**src/rtl/ham_decode_arbiter.sv**
```systemverilog
// Round-robin arbiter sharing one Hamming(7,4) corrector among NREQ sources,
// feeding a one-deep valid/ready output register and a saturating correction counter.
module ham_decode_arbiter #(
  parameter  int NREQ  = 4,
  parameter  int CNT_W = 16,
  localparam int IDW   = $clog2(NREQ)
) (
  input  logic              clk,
  input  logic              reset,
  input  logic [NREQ-1:0]   req_valid,
  input  logic [7*NREQ-1:0] req_data,
  output logic [NREQ-1:0]   req_ready,
  output logic              out_valid,
  input  logic              out_ready,
  output logic [6:0]        out_data,
  output logic [3:0]        out_nibble,
  output logic [IDW-1:0]    out_id,
  output logic              out_corrected,
  output logic [CNT_W-1:0]  corr_count,
  input  logic              cnt_clear
);

  // Single-error correction: nonzero syndrome s names Hamming position s, i.e. bit s-1.
  function automatic logic [6:0] ham_fix(input logic [6:0] m);
    logic [2:0] syn;
    logic [6:0] fixed;
    syn   = {m[3] ^ m[4] ^ m[5] ^ m[6],
             m[1] ^ m[2] ^ m[5] ^ m[6],
             m[0] ^ m[2] ^ m[4] ^ m[6]};
    fixed = m;
    if (syn != 3'd0) fixed[syn - 3'd1] = ~m[syn - 3'd1];
    return fixed;
  endfunction

  logic             out_valid_q, out_valid_d;
  logic [6:0]       out_data_q, out_data_d;
  logic [3:0]       out_nibble_q, out_nibble_d;
  logic [IDW-1:0]   out_id_q, out_id_d;
  logic             out_corrected_q, out_corrected_d;
  logic [CNT_W-1:0] corr_count_q, corr_count_d;
  logic [IDW-1:0]   rr_ptr_q, rr_ptr_d;

  logic             advance;
  logic             grant_any;
  logic [IDW-1:0]   grant_idx;
  logic [6:0]       raw_word;
  logic [6:0]       fixed_word;
  logic             xfer;
  logic             was_fixed;

  always_comb begin
    int cand;
    advance   = ~out_valid_q | out_ready;
    grant_any = 1'b0;
    grant_idx = '0;
    cand      = 0;
    for (int k = 0; k < NREQ; k++) begin
      cand = int'(rr_ptr_q) + k;
      if (cand >= NREQ) cand = cand - NREQ;
      if (!grant_any && req_valid[IDW'(cand)]) begin
        grant_any = 1'b1;
        grant_idx = IDW'(cand);
      end
    end

    req_ready = '0;
    raw_word  = '0;
    for (int k = 0; k < NREQ; k++) begin
      if (grant_idx == IDW'(k)) begin
        raw_word = req_data[7*k +: 7];
        // Gated by reset so nothing is handshaken in the reset cycle.
        req_ready[k] = advance & grant_any & ~reset;
      end
    end

    fixed_word = ham_fix(raw_word);
    was_fixed  = (fixed_word != raw_word);
    xfer       = |(req_valid & req_ready);

    out_valid_d     = out_valid_q;
    out_data_d      = out_data_q;
    out_nibble_d    = out_nibble_q;
    out_id_d        = out_id_q;
    out_corrected_d = out_corrected_q;
    rr_ptr_d        = rr_ptr_q;
    if (advance) out_valid_d = xfer;
    if (xfer) begin
      out_data_d      = fixed_word;
      out_nibble_d    = {fixed_word[6], fixed_word[5], fixed_word[4], fixed_word[2]};
      out_id_d        = grant_idx;
      out_corrected_d = was_fixed;
      rr_ptr_d        = (grant_idx == IDW'(NREQ - 1)) ? '0 : grant_idx + 1'b1;
    end

    corr_count_d = corr_count_q;
    if (cnt_clear)
      corr_count_d = '0;
    else if (xfer && was_fixed && (corr_count_q != {CNT_W{1'b1}}))
      corr_count_d = corr_count_q + 1'b1;
  end

  always_ff @(posedge clk) begin
    if (reset) begin
      out_valid_q     <= 1'b0;
      out_data_q      <= '0;
      out_nibble_q    <= '0;
      out_id_q        <= '0;
      out_corrected_q <= 1'b0;
      corr_count_q    <= '0;
      rr_ptr_q        <= '0;
    end else begin
      out_valid_q     <= out_valid_d;
      out_data_q      <= out_data_d;
      out_nibble_q    <= out_nibble_d;
      out_id_q        <= out_id_d;
      out_corrected_q <= out_corrected_d;
      corr_count_q    <= corr_count_d;
      rr_ptr_q        <= rr_ptr_d;
    end
  end

  assign out_valid     = out_valid_q;
  assign out_data      = out_data_q;
  assign out_nibble    = out_nibble_q;
  assign out_id        = out_id_q;
  assign out_corrected = out_corrected_q;
  assign corr_count    = corr_count_q;

endmodule

```
**config.mk**
```make
export PLATFORM = sky130hd
export DESIGN_NAME = ham_decode_arbiter
export DESIGN_NICKNAME = d
export VERILOG_FILES = /design/src/rtl/ham_decode_arbiter.sv
export SDC_FILE = /design/constraint.sdc
export NUM_CORES = 1
export LEC_CHECK = 0
export CORE_MARGIN = 5
export CORE_UTILIZATION = 55
export DETAILED_ROUTE_END_ITERATION = 12
export DONT_BUFFER_PORTS = 1
export PLACE_DENSITY = 0.7
export SLEW_MARGIN = 20
export SYNTH_ARGS = -nofsm -noshare
export SYNTH_HDL_FRONTEND = slang
export SYNTH_SLANG_ARGS = --single-unit
```
**constraint.sdc**
```tcl
create_clock -name clk -period 7.5 [get_ports clk]
set_input_delay 1.125 -clock clk [delete_from_list [all_inputs] [get_ports clk]]
set_output_delay 1.125 -clock clk [all_outputs]
set_load 0.005 [all_outputs]
```
* Yosys cells after proc, flatten, opt, wreduce, memory -nomap -nowiden *
Index checks and enable logic that the tools add are counted.

operators by class
  $add $sub $neg = 10
  magnitude comparators = 10
  equal/unequal tests = 5
  muxes and demuxes = 39
  bitwise operators = 16
  reduce and logical (&&, ||, !) cells = 13

operators with widths
  cell                   number
  $mux 7                 5
  $mux 1                 18
  $mux 2                 9
  $add 16x1->16 const B  1
  $lt 2x4->1 const B     4
  $ne 16x16->1 const B   1
  $ge 3x3->1 const B     3
  $xor 1x1->1            9
  $bmux 1 s2             4
  $sub 2x1->2 const B    4
  $bwmux 7               1
  $ne 7x7->1             1
  $add 2x2->3 const B    2
  $logic_and 1x1->1      6
  $and 4x4->4            1
  $eq 2x2->1 const B     2
  $lt 3x4->1 const B     1
  $reduce_or 4->1        1
  $add 2x1->3 const B    1
  $bmux 1 s3             1
  $demux 1 s3            1
  $ge 2x3->1 const B     1
  $ge 3x1->1 const B     1
  $logic_not 1->1        3
  other kinds (9)        12

storage, ports and cells
  register bits = 33
  input bits = 36
  output and inout port bits = 35
  logic and storage cells = 100

* Longest topological paths before layout *
  depth in word-level cells = 33
  gate-level depth with buffers = 25
  depth with buffers taken out = 21

* Worst setup path after synthesis *
Ideal clock, no wire load.

  path type = input -> register
  start point = in req_valid[2]
  end point = reg corr_count_q[10], in the netlist corr_count[10]
  library setup time = 70 ps
  data arrival time = 6153 ps
  required time = 7430 ps
  path slack = 1276 ps
  stages = 23
  path buffers = 4
  cell sequence = mux2i_1 > nor2_1 > a311oi_1 > inv_1 > ha_1 > or2_0 > buf_2 > a221oi_1 > nor2_1 > xnor2_1 > xnor2_1 > ha_1 > clkbuf_1 > and3_1 > ha_1 > mux4_2 > and3_4 > a211o_4 > and4_4 > buf_6 > buf_6 > or4_1 > a21oi_1

on the way
  longest elaborated chain between the ends = 31
  elaborated cells between the ends (all ways) = 66
  those cells by class = 1 x add/sub; 2 x order compare; 4 x eq/ne; 34 x mux; 13 x bitwise; 12 x reduce/logical

ends and longest elaborated chain
  element                                                                RTL line  source
  start, declared                                                        10        input logic [NREQ-1:0] req_valid,
  $bmux 1 s2                                                             60        if (!grant_any && req_valid[IDW'(cand)]) begin
  $mux 1 (not written as such) (2 in series)                             60
  $mux 1                                                                 60
  $logic_not 1->1                                                        60
  $logic_and 1x1->1                                                      60
  $mux 1                                                                 60
  $logic_not 1->1                                                        60
  $logic_and 1x1->1                                                      60
  (+4 left out)                                                          n/a
  named net grant_idx[0]                                                 45        logic [IDW-1:0] grant_idx;
  (+9 left out)                                                          n/a
  $lt 3x4->1 (not written as such) / $ge 3x1->1 (equally long branches)  31        if (syn != 3'd0) fixed[syn - 3'd1] = ~m[syn - 3'd1];
  $logic_and 1x1->1 (not written as such)                                31
  $mux 1 (not written as such)                                           31
  $demux 1 s3                                                            31
  $bwmux 7                                                               31
  $mux 7                                                                 31
  $ne 7x7->1                                                             77        was_fixed = (fixed_word != raw_word);
  $logic_and 1x1->1 (*) (2 in series)                                    98        else if (xfer && was_fixed && (corr_count_q != {CNT_W{1'b1}}))
  end signal, assigned                                                   117       corr_count_q <= corr_count_d;
  end, declared                                                          40        logic [CNT_W-1:0] corr_count_q, corr_count_d;

The timed path passes the listed nets; every way through them passes the cells marked *. The select of a mux whose other input is x is not followed.
A chain may end at the register's enable or synchronous reset.

* Worst setup path in the final report *
  start point = in req_valid[2]
  end point = reg corr_count_q[14], in the netlist corr_count[14]

Same word-level chain as after synthesis.

==> results.ini <==
[clock_network]
clk_pin_slew_ns=0.06
clkLatencyLatePin_ns=0.29
cts-buffers-inserted=5
post_cts.resized_instances=0
cts_max_path_buffers=2
clock_sinks=29
tritoncts=done
clock_tree.htree_level_count=2
post_cts_hold_buffer_count=0
post-cts-setup-buffer-count=0
clk_root_buffer_cell=clkbuf_8

[place]
gpl.final_weighted_congestion=0.9626
post_detail_place_hpwl_mm=4.208
numPlacedInstances=324
portBuffers=0

[global_routing]
antenna_found_initial=0
grt_first_pass_wirelength_mm=9.156
global_route.usage.total=0.2092
grt_max_degree=34
first_global_vias=1910
globalRouteOverflowTotal=0

[power_and_ir_drop]
power_density_over_the_cells_mw_per_mm2=439.3
power.static_leakage_uw=0.0007630
max_vdd_drop_mv=0.3037

[detailed_routing]
violation_count_after_the_first_detailed_routing_iteration=178
drt_first_pass_iters=4
vias=2186
via_per_inst=6.604
wl_per_cell_um=17.14
drc=0
antenna_left=0
routed_wl_mm=5.673

[timing]
grt_setup_unrepaired=false
timing_max_transition_violations_final=0
min_period_ns=6.436
highest_clock_rate_mhz=155.4
tightestPinTransition_ns=0.7788
clock_skew_ns=0.006633
layout_worst_path_cycle_share=0.8582
holdWs_ns=0.4730
number_of_endpoints_failing_setup_at_the_final_stage=0
number_of_failing_hold_endpoints_at_the_final_stage=0
tightest_slew_margin_relative_to_the_limit=0.4807
setup_tns_ns=0

[yosys]
post_synth_fa_ha_maj_area_fraction=0.03778
synth-compound-area-share=0.2920
net_count_synth=340
yosys_warnings=0
yosysSeqAreaShare=0.2504
synth_top_family_by_area=compound AO/OA/AOI/OAI gates
postSynth.asyncResetShare=0
synth_enable_flop_cells=0
synth-xor-area-share=0.03022
synth_area_mm2=0.002318
synth.lib_cells_used.distinct=57
synth-seq-cells=29
yosys.area_share.simple=0.2866
count_of_mapped_cells_out_of_synthesis=297
postSynth.topFlopCell=dfxtp_1
yosys-mux-area-fraction=0.03184
synth.avg_cell_area_um2=7.806

[final_layout]
antennaDiodeCount=0
drive_above_1_share=0.07117
mostFrequentLayoutCells=a21oi_1 (30), dfxtp_1 (29), nand2_1 (26), nor2_1 (20), o31ai_1 (14)
area.growth.synth_to_final_pct=1.511
fin_cells=331
final.fill_count=370
final_net_count=324
layout.cells.most_common=a21oi_1

[setup_path]
timing_worst_setup_path_type=input port to flip-flop
path_max_fanout=22
arrival_ns=6.60
worstSetupEndpointType=flip-flop
critPathRequiredTime_ns=7.66
critPathLaunchType=input port

[hold_path]
worstHoldPathType=flip-flop to flip-flop

[floorplanning]
rows=23
chipHeight_um=74.93
design.core.area_mm2=0.004058
boundaryPins=71
fp.dieW_um=74.93
start_util=0.5714
die_outline_area_mm2=0.005614

[run]
total_of_max_cap_violations=0

[run_status]
run_status=complete, no violations

==> where the power goes <==
part	internal, uW	leakage, uW	switching, uW
registers	169	0.000235	15.3
clock network	96.4	0.0000540	60.2
logic	255	0.000474	438
total	520	0.000763	514
==> Yosys cell counts, types with 6 or more instances <==
library cell	instances	area, um^2
nor2_1	20	75.07
inv_1	9	33.78
nand4_1	6	37.54
and2_1	7	43.79
a21oi_1	30	150.1
nor3_1	6	30.03
o31ai_1	14	105.1
and3_1	6	37.54
o21ai_0	9	45.04
nor2b_1	7	43.79
ha_1	7	87.58
clkbuf_1	12	45.04
xnor2_1	7	61.31
or4_1	13	97.59
dfxtp_1	29	580.6
nand2_1	26	97.59
==> cell families (layout without fill, tap and decap cells) <==
family,count (synthesis),after routing
compound gates,95,95
simple gates,120,120
mux,6,6
flops,29,29
buf+inv,32,16
fa+ha+maj,7,7
xor+xnor,8,8
==> per-layer routing <==
metal  global-route usage  vias to the layer above  wire length (um)
met5                    0                        -                 0
met4              0.05929                        0                61
met3              0.06542                        7               395
met2               0.3075                       54              2581
met1               0.2942                     1034              2635
li1                     -                     1091                 -
==> stage by stage <==
stage,setup slack (ns),utilization,total power (uW),cell area [um^2]
4_1_cts,1.108,0.5800,1029,2354
5_1_grt,0.5708,0.5800,1117,2354
3_3_place_gp,0.9841,0.5544,865.0,2250
3_5_place_dp,0.8237,0.5544,868.1,2250
2_1_floorplan,1.276,-,827.8,2318
6_report,1.064,0.5800,1034,2354
==> worst max-delay path, cell delays in order <==
cell and delay, ns:
mux2i_1 0.12, nor2_1 0.05, a311oi_1 0.55, ha_1 0.47, or2_0 0.36, a221oi_1 0.09
nor2_1 0.37, xnor2_1 0.15, xnor2_1 0.14, ha_1 0.43, and3_1 0.21, ha_1 0.50
mux4_2 0.55, and3_4 0.19, a211o_4 0.35, o21ai_2 0.64, or4_1 0.21, a21oi_1 0.06
==> state kept, by name (all words and copies together), names as in the netlist <==
signal,flops
corr_count,16
out_data,7
out_id,2
rr_ptr_q,2
out_corrected,1
out_valid,1
==> area by class of cell <==
class                      count  area [um^2]  share of cell area
clock inverter                 2        35.03             0.01489
sequential                    29        580.6              0.2467
multi-input combinational    236         1573              0.6683
inverter                       9        33.78             0.01435
clock buffer                   5        68.82             0.02924
tap                           50        62.56             0.02658
==> worst paths after layout <==
kind,from,cells past startpoint,endpoint,slack (ns)
worst min register to register,out_id[1],2,out_id[1],0.47
worst max register to register,rr_ptr_q[1],18,corr_count[14],1.39
worst max-delay path,req_valid[2],18,corr_count[14],1.06
worst min-delay path,out_id[1],2,out_id[1],0.47
Note: power is estimated with default switching activity, not from simulation.
